==> src/rtl/cpu_pkg.sv <==
// Shared definitions for the 16-bit CPU: opcodes, FSM state encoding,
// ALU operation codes and the decoded instruction-class flags.
package cpu_pkg;

  localparam logic [3:0] OP_AND  = 4'h0;
  localparam logic [3:0] OP_ADD  = 4'h1;
  localparam logic [3:0] OP_ANDI = 4'h2;
  localparam logic [3:0] OP_ADDI = 4'h3;
  localparam logic [3:0] OP_LD   = 4'h4;
  localparam logic [3:0] OP_ST   = 4'h5;
  localparam logic [3:0] OP_JUMP = 4'h6;
  localparam logic [3:0] OP_HALT = 4'h7;

  localparam logic ALU_ADD = 1'b1;
  localparam logic ALU_AND = 1'b0;

  typedef enum logic [2:0] {
    S_FETCH  = 3'd0,
    S_DECODE = 3'd1,
    S_EXEC   = 3'd2,
    S_MEM    = 3'd3,
    S_WB     = 3'd4,
    S_HALT   = 3'd5
  } state_t;

  // Instruction class flags produced by ctrl_decode.
  typedef struct packed {
    logic is_rr;
    logic is_imm;
    logic is_ld;
    logic is_st;
    logic is_jmp;
    logic is_halt;
    logic is_add;
    logic is_illegal;
  } dec_t;

endpackage

==> src/rtl/control_unit_if.sv <==
// Control-unit <-> datapath/memory signal bundle. The master side is the
// control unit; the slave side is the datapath that obeys it.
interface control_unit_if;
  logic [15:0] instr;
  logic        mem_ready;
  logic        mem_read;
  logic        mem_write;
  logic        iord;
  logic        ir_write;
  logic        pc_inc;
  logic        pc_load;
  logic        alu_signal;
  logic        alu_src_imm;
  logic        reg_write;
  logic        wb_sel;
  logic        halted;
  logic        illegal;

  modport master (
    input  instr, mem_ready,
    output mem_read, mem_write, iord, ir_write, pc_inc, pc_load,
           alu_signal, alu_src_imm, reg_write, wb_sel, halted, illegal
  );

  modport slave (
    output instr, mem_ready,
    input  mem_read, mem_write, iord, ir_write, pc_inc, pc_load,
           alu_signal, alu_src_imm, reg_write, wb_sel, halted, illegal
  );
endinterface

==> src/rtl/ctrl_decode.sv <==
// Combinational opcode classifier. Anything outside the defined opcode
// set is flagged illegal and belongs to no other class.
module ctrl_decode
  import cpu_pkg::*;
#(
  parameter int OPW = 4
) (
  input  logic [OPW-1:0] opcode_i,
  output dec_t           dec_o
);

  // Map opcode to exactly one class (plus the add/and ALU selector).
  always_comb begin
    dec_o = '0;
    case (opcode_i)
      OPW'(OP_AND):  dec_o.is_rr  = 1'b1;
      OPW'(OP_ADD):  begin dec_o.is_rr  = 1'b1; dec_o.is_add = 1'b1; end
      OPW'(OP_ANDI): dec_o.is_imm = 1'b1;
      OPW'(OP_ADDI): begin dec_o.is_imm = 1'b1; dec_o.is_add = 1'b1; end
      OPW'(OP_LD):   begin dec_o.is_ld  = 1'b1; dec_o.is_add = 1'b1; end
      OPW'(OP_ST):   begin dec_o.is_st  = 1'b1; dec_o.is_add = 1'b1; end
      OPW'(OP_JUMP): dec_o.is_jmp     = 1'b1;
      OPW'(OP_HALT): dec_o.is_halt    = 1'b1;
      default:       dec_o.is_illegal = 1'b1;
    endcase
  end

endmodule

==> src/rtl/control_unit.sv <==
// Multi-cycle control FSM: FETCH -> DECODE -> EXEC -> (MEM) -> (WB).
// Outputs are decoded from the state (plus mem_ready in FETCH/MEM) and are
// forced low while rst is high, so an async reset silences the datapath
// immediately and drops any pending memory request.
module control_unit
  import cpu_pkg::*;
#(
  parameter int OPW = 4
) (
  input  logic            clk,
  input  logic            rst,
  control_unit_if.master  bus
);

  state_t state_q, state_d;
  dec_t   dec;

  logic mem_read, mem_write, iord, ir_write, pc_inc, pc_load;
  logic alu_signal, alu_src_imm, reg_write, wb_sel, halted, illegal;

  ctrl_decode #(.OPW(OPW)) u_dec (
    .opcode_i (bus.instr[15 -: OPW]),
    .dec_o    (dec)
  );

  // State register; reset lands in FETCH without waiting for a clock.
  always_ff @(posedge clk or posedge rst) begin
    if (rst) state_q <= S_FETCH;
    else     state_q <= state_d;
  end

  // Next-state and per-state outputs.
  always_comb begin
    state_d     = state_q;
    mem_read    = 1'b0;
    mem_write   = 1'b0;
    iord        = 1'b0;
    ir_write    = 1'b0;
    pc_inc      = 1'b0;
    pc_load     = 1'b0;
    alu_signal  = ALU_AND;
    alu_src_imm = 1'b0;
    reg_write   = 1'b0;
    wb_sel      = 1'b0;
    halted      = 1'b0;
    illegal     = 1'b0;
    if (!rst) begin
      case (state_q)
        S_FETCH: begin
          mem_read = 1'b1;
          if (bus.mem_ready) begin
            ir_write = 1'b1;
            pc_inc   = 1'b1;
            state_d  = S_DECODE;
          end
        end
        S_DECODE: state_d = S_EXEC;
        S_EXEC: begin
          alu_signal  = dec.is_add ? ALU_ADD : ALU_AND;
          alu_src_imm = dec.is_imm | dec.is_ld | dec.is_st;
          if (dec.is_rr || dec.is_imm)      state_d = S_WB;
          else if (dec.is_ld || dec.is_st)  state_d = S_MEM;
          else if (dec.is_jmp) begin
            pc_load = 1'b1;
            state_d = S_FETCH;
          end
          else if (dec.is_halt)             state_d = S_HALT;
          else begin
            illegal = 1'b1;
            state_d = S_FETCH;
          end
        end
        S_MEM: begin
          // Keep the address-generating ALU op stable while memory works.
          alu_signal  = dec.is_add ? ALU_ADD : ALU_AND;
          alu_src_imm = 1'b1;
          iord        = 1'b1;
          mem_read    = dec.is_ld;
          mem_write   = dec.is_st;
          if (bus.mem_ready) state_d = dec.is_ld ? S_WB : S_FETCH;
        end
        S_WB: begin
          reg_write = 1'b1;
          wb_sel    = dec.is_ld;
          state_d   = S_FETCH;
        end
        S_HALT:  halted  = 1'b1;
        default: state_d = S_FETCH;
      endcase
    end
  end

  assign bus.mem_read    = mem_read;
  assign bus.mem_write   = mem_write;
  assign bus.iord        = iord;
  assign bus.ir_write    = ir_write;
  assign bus.pc_inc      = pc_inc;
  assign bus.pc_load     = pc_load;
  assign bus.alu_signal  = alu_signal;
  assign bus.alu_src_imm = alu_src_imm;
  assign bus.reg_write   = reg_write;
  assign bus.wb_sel      = wb_sel;
  assign bus.halted      = halted;
  assign bus.illegal     = illegal;

endmodule

==> src/flat_wrapper.sv <==
// flat-port wrapper written by rule: the top's interface ports become plain ports
module control_unit_flat import cpu_pkg::*;
#(
  parameter int OPW = 4
)
  (clk, rst, bus_instr, bus_mem_ready, bus_mem_read, bus_mem_write, bus_iord, bus_ir_write, bus_pc_inc, bus_pc_load, bus_alu_signal, bus_alu_src_imm, bus_reg_write, bus_wb_sel, bus_halted, bus_illegal);
  control_unit_if bus_i ();
  input  logic clk;
  input  logic rst;
  input wire logic [$bits(bus_i.instr)-1:0] bus_instr;
  input wire logic [$bits(bus_i.mem_ready)-1:0] bus_mem_ready;
  output wire logic [$bits(bus_i.mem_read)-1:0] bus_mem_read;
  output wire logic [$bits(bus_i.mem_write)-1:0] bus_mem_write;
  output wire logic [$bits(bus_i.iord)-1:0] bus_iord;
  output wire logic [$bits(bus_i.ir_write)-1:0] bus_ir_write;
  output wire logic [$bits(bus_i.pc_inc)-1:0] bus_pc_inc;
  output wire logic [$bits(bus_i.pc_load)-1:0] bus_pc_load;
  output wire logic [$bits(bus_i.alu_signal)-1:0] bus_alu_signal;
  output wire logic [$bits(bus_i.alu_src_imm)-1:0] bus_alu_src_imm;
  output wire logic [$bits(bus_i.reg_write)-1:0] bus_reg_write;
  output wire logic [$bits(bus_i.wb_sel)-1:0] bus_wb_sel;
  output wire logic [$bits(bus_i.halted)-1:0] bus_halted;
  output wire logic [$bits(bus_i.illegal)-1:0] bus_illegal;
  assign bus_i.instr = bus_instr;
  assign bus_i.mem_ready = bus_mem_ready;
  assign bus_mem_read = bus_i.mem_read;
  assign bus_mem_write = bus_i.mem_write;
  assign bus_iord = bus_i.iord;
  assign bus_ir_write = bus_i.ir_write;
  assign bus_pc_inc = bus_i.pc_inc;
  assign bus_pc_load = bus_i.pc_load;
  assign bus_alu_signal = bus_i.alu_signal;
  assign bus_alu_src_imm = bus_i.alu_src_imm;
  assign bus_reg_write = bus_i.reg_write;
  assign bus_wb_sel = bus_i.wb_sel;
  assign bus_halted = bus_i.halted;
  assign bus_illegal = bus_i.illegal;
  control_unit #(.OPW(OPW)) u_core (.clk(clk), .rst(rst), .bus(bus_i));
endmodule
==> config.mk <==
export PLATFORM = sky130hd
export DESIGN_NAME = control_unit_flat
export DESIGN_NICKNAME = d
export VERILOG_FILES = /design/src/rtl/cpu_pkg.sv /design/src/rtl/control_unit_if.sv /design/src/rtl/ctrl_decode.sv /design/src/rtl/control_unit.sv /design/src/flat_wrapper.sv
export SDC_FILE = /design/constraint.sdc
export NUM_CORES = 1
export LEC_CHECK = 0
export CORE_AREA = 2 2 39 41
export DETAILED_ROUTE_END_ITERATION = 7
export DIE_AREA = 0 0 41 43
export PLACE_DENSITY = 0.86
export RECOVER_POWER = 25
export SLEW_MARGIN = 20
export SYNTH_ARGS = -nofsm -noshare
export SYNTH_HDL_FRONTEND = slang
export SYNTH_HIERARCHICAL = 1
export SYNTH_SLANG_ARGS = --single-unit
==> constraint.sdc <==
create_clock -name clk -period 3.45 [get_ports clk]
set_input_delay 0.69 -clock clk [delete_from_list [all_inputs] [get_ports clk]]
set_output_delay 0.69 -clock clk [all_outputs]
set_load 0.05 [all_outputs]
==> out/results.md <==
| Quantity | Value |
|---|---|
| Synthesized instance count | 62 |
| Mean post-synth cell area | 7.53 µm² |
| Worst-case register-to-register setup slack | 2.04 ns |
| Power per cell area | 657 nW/µm² |
| Synthesized area | 467 µm² |
| Routed wire length | 1200 µm |
| Period utilisation layout | 94.1% |
| Non-filler instance count after layout | 96 |
| Floorplan die width | 41 µm |
| Grt total ovfl | 0 |
| Critical path launch point | rst |
| Std cell rows | 14 |
| Average wire per cell in the routed design | 12.5 µm |
| Worst vdd rail ir drop | 0.409 mV |
| Filler cells | 130 |
| Vertical die dimension | 43 µm |
| Worst slew margin | 67.2% |
| Flip-flop and latch area | 75.1 µm² |
| Worst reg2reg startpoint | u_core/state_q[0] |
| Clock-pin slew on the worst setup and hold paths | 0.03 ns |
| Number of global-route vias before repair | 421 |
| DRC marker count from the first detailed-route iteration | 5 |
| Max-cap viol count | 0 |
| Total Neg Setup Slack | 0 ns |
| Final count of negative-setup-slack endpoints | 0 |
| Number of max-slew violations in the final report | 0 |
| Data required time of the worst path | 2.76 ns |
| Maximum number of pins on one net before global-route repair | 16 |
| Registers with the highest flip-flop counts | u_core/state_q: 3 flops |
| Mapped Nets | 81 |
| Final core occ | 49.4% |
| Nets | 100 |
| # H-tree levels | 1 |
| Min-Delay Path Class | reg2reg |
| Clk_lat worst skew | 0.23 ns |
| Area of combinational cells with multiple inputs | 338 µm² |
| Number of hold buffers added after CTS | 0 |
| Slew of the pin with the lowest slew margin | 0.490 ns |
| Number of setup buffers added after CTS | 0 |
| Detailed Place HPWL | 942 µm |
| Number of buffers between clock root and the deepest sink | 2 |
| Number of antenna violations at the first check in global routing | 0 |
| Via count of the routed design | 491 |
| Drt pass-1 iters | 4 |
| Min-delay src | u_core/state_q[2] |
| GRT Util Overall | 14.3% |
| Die area | 1760 µm² |
| Placed Instances | 92 |
| Number of sinks handled by clock tree synthesis | 3 |
| Reg with most FFs | u_core/state_q |
| Number of diodes | 0 |
| Critical-path maximum fanout | 8 |
| Area of the core | 1380 µm² |
| Routed via count divided by cell count | 5.11 |
| Buffer cell driving the clock tree root | clkbuf_4 |
| Type of element capturing the critical path | output pin |
| Max frequency | 308 MHz |
| Number of buffers added by the clock tree synthesis step | 3 |
| Arrival time at the worst endpoint | 2.56 ns |
| Setup repair after global routing missed its margin | no |
| Fin. Hold Viols | 0 |
| Static Leakage | 0.000280 µW |
| Remaining number of nets flagged by the antenna check after routing | 0 |
| Clock tree from TritonCTS | yes |
| Crit start category | input port |
| Largest register FFs | 3 |
| Drc violations | 0 |
| Proportion of layout cells with a drive suffix above 1 | 30.0% |
| Start-to-end type of the worst setup path | in2out |
| Effective utilization at floorplan | 33.7% |
| Post-cts resize count | 0 |
| Number of top-level design ports | 31 |
| Area growth, synth to finish | 46.4% |
| Shortest clock period the worst path allows after layout | 3.25 ns |
| Yosys Warn Count | 6 |
| Final clock skew | 0.000516 ns |
| Global placer's final weighted congestion | 0.777 |
| Input/output buffers | 18 |
| First-pass GRT wire length | 1700 µm |
| Run status | completed |
-- final timing paths --
| check | end | depth (start not counted) |
|---|---|---|
| max in group asynchronous | u_core/state_q[0] | 2 |
| min reg2reg | u_core/state_q[2] | 1 |
| max reg2reg | u_core/state_q[1] | 4 |
| max | bus_reg_write | 4 |
| min | u_core/state_q[2] | 1 |
| min in group asynchronous | u_core/state_q[1] | 2 |
-- layout by cell type, fill, tap and decap left out, types with 2 or more instances in the layout --
cell type / instances
buf_12: 4
and2_1: 2
clkdlybuf4s50_1: 6
nand2_1: 3
nand2b_1: 2
dlygate4sd3_1: 2
and4bb_2: 2
nor2_1: 8
inv_1: 4
buf_4: 6
nor3_1: 4
clkbuf_4: 3
and3_1: 3
o21ai_0: 4
o21a_1: 2
dfrtp_1: 3
a21oi_1: 2
-- worst max-delay path, stage by stage --
cell and delay, ns:
dlygate4sd3_1 0.65, nor3_1 0.25, and2_1 0.16, clkdlybuf4s50_1 0.79
-- routing by layer --
layer  vias up  track usage [%]  part of all wire, %
met3         0             3.14                  3.1
met5         -                0                    0
met4         0             6.00                    0
li1        257                -                    -
met1       225             16.8                   44
met2         9             23.4                   52
-- through the flow --
stage / hold slack [ns] / power (µW) / setup WS, ns / instance area, µm²
after global routing: 0.754 / 477 / 0.156 / 683
after global placement: 0.704 / 376 / 0.348 / 657
after floorplan: 0.460 / 318 / 0.631 / 467
after detailed placement: 0.738 / 388 / 0.301 / 657
final: 0.737 / 449 / 0.204 / 683
after CTS: 0.743 / 453 / 0.297 / 683
-- power breakdown --
part | leakage [µW] | internal, µW | switching (µW)
clock | 0.0000150 | 43.3 | 16.9
sequential | 0.0000388 | 51.6 | 59.3
combinational | 0.000226 | 121 | 157
-- layout make-up --
class                           instances  area share [%]
Clock buffer                            4            3.85
Inverter                                5            2.75
Timing Repair Buffer                   18            30.0
Tap cell                               16            2.93
Sequential cell                         3            11.0
Multi-Input combinational cell         50            49.5
Note: power is estimated with default switching activity, not from simulation.
==> edit 1: new RTL, config.mk and constraints unchanged <==
`OPW` is set to 4 in 3 places; all go to 2.
--- a/src/rtl/ctrl_decode.sv
+++ b/src/rtl/ctrl_decode.sv
@@ -3,7 +3,7 @@
 module ctrl_decode
   import cpu_pkg::*;
 #(
-  parameter int OPW = 4
+  parameter int OPW = 2
 ) (
   input  logic [OPW-1:0] opcode_i,
   output dec_t           dec_o
--- a/src/rtl/control_unit.sv
+++ b/src/rtl/control_unit.sv
@@ -5,7 +5,7 @@
 module control_unit
   import cpu_pkg::*;
 #(
-  parameter int OPW = 4
+  parameter int OPW = 2
 ) (
   input  logic            clk,
   input  logic            rst,
--- a/src/flat_wrapper.sv
+++ b/src/flat_wrapper.sv
@@ -1,7 +1,7 @@
 // flat-port wrapper written by rule: the top's interface ports become plain ports
 module control_unit_flat import cpu_pkg::*;
 #(
-  parameter int OPW = 4
+  parameter int OPW = 2
 )
   (clk, rst, bus_instr, bus_mem_ready, bus_mem_read, bus_mem_write, bus_iord, bus_ir_write, bus_pc_inc, bus_pc_load, bus_alu_signal, bus_alu_src_imm, bus_reg_write, bus_wb_sel, bus_halted, bus_illegal);
   control_unit_if bus_i ();
Behaviour: not the same (a bounded check fails within 4 cycles, from zero or initial values and one cycle with rst high).
==> edit 1 against the original RTL <==
Setup slack better by 190 ps. Power down 12%. Routed wire length down 30%. Synthesized cell count unchanged. Design area down 22%. Synthesized area down 6.4%. Sequential cell count unchanged. Critical path depth down 1.
==> edit 1: results (changes against the original RTL) <==
** Placed design
- The weighted congestion reported at the end of routability-driven placement came to 0.761 (-2.1%).
- Placed cell count :: 84 (-8.7%)
- The port buffer count came to 13 (-5).
- Total placed instance area :: 505 sq um (-23%)
- Half-perimeter wire length after placement :: 650 microns (-31%)

** Power
- Total leakage power :: 0.243 nW (-13%)
- Max VDD drop :: 0.316 mV (-23%)
- The share of total power consumed by net switching came to 54.2% (+2.3 points).

** STA
- Worst-case clock skew :: 1.18 ps (+0.666 ps)
- Tightest Pin Transition :: 876 ps (+386 ps)

** Cells and area
- The final net count is 92 (-8.0%).
- Share of cells above drive strength 1 :: 25.0% (-5.0 points)
- Final cell count without fillers :: 88 (-8.3%)
- The final-layout fill cell count was 148 (+14%).

** Min path
- The number of cells traversed by the worst hold path is 1 (unchanged).
- The worst hold path begins at u_core/state_q[2]$_DFFE_PP0P_.
- Worst min-delay path category :: reg2reg

** GRT
- Initial antenna violation count :: 0 (unchanged)
- Overall global routing resource usage :: 11.3% (-3.0 points)
- Number of global-route vias before repair :: 360 (-14%)
- First-pass GRT wire length :: 1380 microns (-19%)

** Critical path
- The maximum fanout along the worst path is 8 (unchanged).
- Worst reg2reg path startpoint :: u_core/state_q[0]$_DFFE_PP0P_
- CP Data Arrival Time :: 2370 ps (-190 ps)
- The worst stage delay on the critical path came to 830 ps (+40 ps).

** Route
- The initial detailed-routing violation count was 4 (-1).
- The number of vias per cell is 4.83 (-5.6%).
- Total Routed Length :: 839 microns (-30%)
- The count of TritonRoute iterations in the first routing pass came to 2 (-2).

** Clock tree
- The maximum root-to-sink buffer count came to 2 (unchanged).
- The later-pin clock latency in the skew report is 230 ps (about the same).
- Clock-pin slew was measured on the worst setup and hold paths at 40 ps.
- The post-CTS setup buffer count came to 0 (unchanged).

** Outcome
- Result of the run :: finished clean

** Synth
- The mean post-synth cell area was 7.04 sq um (-6.4%).
edit 1: metrics by stage:
step | total power, W | setup slack, ps
2_1_floorplan | 0.000308 | 914
3_3_place_gp | 0.000328 | 517
3_5_place_dp | 0.000333 | 488
4_1_cts | 0.000399 | 484
5_1_grt | 0.000426 | 349
6_report | 0.000394 | 392
edit 1: routing by layer:
layer	vias to the layer above	part of all wire, %	GRT usage [%]
met5	-	0	0
met4	0	0	8.00
met3	0	6.0	1.57
met2	9	50	16.3
met1	197	44	14.6
li1	219	-	-
edit 1: critical path: cells and delay by family:
family | cells | cell delay (ps)
buffers and inverters | 2 | 1470
and+or+nand+nor | 1 | 210
edit 1: layout make-up:
type                       count  area, sq um  share of cell area, %
clock buffer                   4         26.3                   4.94
inverter                       6         22.5                   4.24
multi-input combinational     46          278                   52.2
sequential                     3         75.1                   14.1
tap                           16         20.0                   3.76
timing repair buffer          13          110                   20.7
edit 1: path summary, 6_finish.rpt:
path / endpoint / slack (ps)
worst max-delay path: bus_halted / 390
worst min-delay path: u_core/state_q[2]$_DFFE_PP0P_ / 730
worst max register to register: u_core/state_q[2]$_DFFE_PP0P_ / 2170
worst min register to register: u_core/state_q[2]$_DFFE_PP0P_ / 730
max in group asynchronous: u_core/state_q[2]$_DFFE_PP0P_ / 2360
min in group asynchronous: u_core/state_q[1]$_DFFE_PP0P_ / 930
edit 1: power by group through the flow:
stage / Combinational [W] / Clock [W] / Sequential [W]
floorplan: 0.000241 / 0 / 0.0000668
global placement: 0.000224 / 0 / 0.000104
detailed placement: 0.000227 / 0 / 0.000105
CTS: 0.000228 / 0.0000656 / 0.000105
global route: 0.000248 / 0.0000664 / 0.000112
finish: 0.000227 / 0.0000611 / 0.000106
==> edit 2: new RTL, same settings <==
Without the edit above. Re-encode `state_t` (6 states) as one-hot, 6 bits wide.
--- a/src/rtl/cpu_pkg.sv
+++ b/src/rtl/cpu_pkg.sv
@@ -14,13 +14,13 @@
   localparam logic ALU_ADD = 1'b1;
   localparam logic ALU_AND = 1'b0;
 
-  typedef enum logic [2:0] {
-    S_FETCH  = 3'd0,
-    S_DECODE = 3'd1,
-    S_EXEC   = 3'd2,
-    S_MEM    = 3'd3,
-    S_WB     = 3'd4,
-    S_HALT   = 3'd5
+  typedef enum logic [5:0] {
+    S_FETCH  = 6'b000001,
+    S_DECODE = 6'b000010,
+    S_EXEC   = 6'b000100,
+    S_MEM    = 6'b001000,
+    S_WB     = 6'b010000,
+    S_HALT   = 6'b100000
   } state_t;
 
   // Instruction class flags produced by ctrl_decode.
Check against the original RTL: no difference found for any inputs over 10 cycles, from zero or initial values and one cycle with rst high; not proved beyond that.
==> edit 2 against the original RTL <==
Power grew 11%. Count of clock-buffer cells in the layout unchanged. Design area increased by 25%. Routed wire length up 26%. Combinational power increased by 1%. Utilization grew 12 points. Sequential cell count is 3 higher. Sequential share of layout area up 6.7 points. Setup slack improved by 130 ps. Synthesized area grew 34%. Non-clock buffer count stayed put. Largest power group unchanged.
==> edit 2: results (changes against the original RTL) <==
** Power
- The leakage power figure came to 0.368 nW (+31%).
- The total power per unit cell area is 582 nW/um^2 (-11%).
- The relative contribution of the clock network to total power came to 14.7% (+1.3 points).
- Max VDD drop :: 0.361 mV (-12%)
- The reported net switching power is 0.000226 W (-3.0%).
- The relative contribution of combinational cells to total power came to 56.6% (-5.3 points).

** Min path
- In this run the worst hold path is classified as reg2reg.
- Hold Crit Endpoint :: u_core/state_q[3]$_DFFE_PP0P_
- Startpoint of the most critical hold path :: u_core/state_q[3]$_DFFE_PP0P_
- Worst hold path cell count :: 2 (+1)

** Critical path
- Critical path origin :: rst
- Cell with the largest stage delay on the worst path :: sky130_fd_sc_hd__clkdlybuf4s50_1
- The setup slack of the most critical reg-to-reg path is 1320 ps (-720 ps).
- The cell depth of the worst flop-to-flop path was 5 (+1).
- The arrival time at the worst endpoint is 2420 ps (-140 ps).
- End of the worst register-to-register path :: u_core/state_q[5]$_DFFE_PP0P_
- CP peak stage delay :: 830 ps (+40 ps)
- Dominant delay contributor by cell family on the critical path :: buffers and inverters
- In this run the critical register-to-register path is launched from u_core/state_q[4]$_DFFE_PP0P_.
- The maximum fanout along the worst path came to 9 (+1).

** Clock tree
- The number of levels in the clock H-tree came to 1 (unchanged).
- The quantity of gates resized following cts came to 0 (unchanged).
- The post-CTS setup buffer count is 0 (unchanged).
- The cell sitting at the root of the clock tree is a sky130_fd_sc_hd__clkbuf_4.
- The maximum root-to-sink buffer count was 2 (unchanged).
- The number of buffers created by CTS was 3 (unchanged).
- Source-to-sink clock delay at the later pin of the worst-skew pair :: 260 ps (+30 ps)
- Clock slew at reported path FFs :: 40 ps

** STA
- Worst slack on hold paths :: 656 ps (-81.3 ps)
- Worst-case clock skew :: 11.5 ps (+11.0 ps)
- The relative slew slack is 66.4% (-0.80 points).

** Route
- The initial detailed-routing violation count was 10 (+5).
- Total Routed Length :: 1510 microns (+26%)
- DR pass1 iterations :: 4 (unchanged)
- The total number of vias came to 628 (+28%).

** Synth
- The net count of the mapped netlist came to 89 (+9.9%).
- The number of warnings issued by yosys is 6 (unchanged).

** Placed design
- Total placed instance area :: 828 sq um (+26%)
- Worst slack at placement :: 332 ps (+31.9 ps)
- The port buffer count came to 18 (unchanged).
- Placer Congestion :: 0.794 (+2.2%)
- Half-perimeter wire length after placement :: 1120 microns (+19%)

** Cells and area
- Biggest registers after layout :: u_core/state_q: 6 flops
- Share of cells above drive strength 1 :: 29.9% (-0.11 points)
- The antenna diode instance count is 0 (unchanged).
- The final net count is 107 (+7.0%).

** GRT
- The maximum number of pins on one net before global-route repair was 10 (-6).
- Number of global-route vias before repair :: 597 (+42%)
- Overall global routing resource usage :: 20.0% (+5.7 points)
- The global-route wire length before repair is 2450 microns (+44%).
- Initial antenna violation count :: 0 (unchanged)

** Run
- The max capacitance violation total is 0 (unchanged).

** Outcome
- The flow ran to the end, and the final reports show no timing, DRC or antenna violations.
edit 2: worst max-delay path by stage:
stage                              to  slack [ps]
after global routing      bus_illegal         190
final                      bus_halted         340
after CTS                 bus_illegal         340
after detailed placement  bus_illegal         330
after global placement    bus_illegal         350
after floorplan           bus_illegal         150
edit 2: through the flow:
step	utilization, %	std cells
2_1_floorplan	-	70
5_1_grt	61.8	103
3_3_place_gp	59.9	99
6_report	61.8	103
3_5_place_dp	59.9	99
4_1_cts	61.8	103
edit 2: per-layer routing:
| layer | GRT usage, % | part of all wire (%) |
|---|---|---|
| met5 | 0 | 0 |
| met4 | 12.0 | 1.8 |
| met3 | 0 | 7.3 |
| met2 | 34.7 | 52 |
| met1 | 22.7 | 39 |
edit 2: cell type report:
cell class                      instances  area [sq um]
Clock buffer                            4          26.3
Sequential cell                         6           151
Multi-Input combinational cell         56           428
Fill cell                             123           529
Timing Repair Buffer                   18           218
Inverter                                3          11.3
Tap cell                               16          20.0
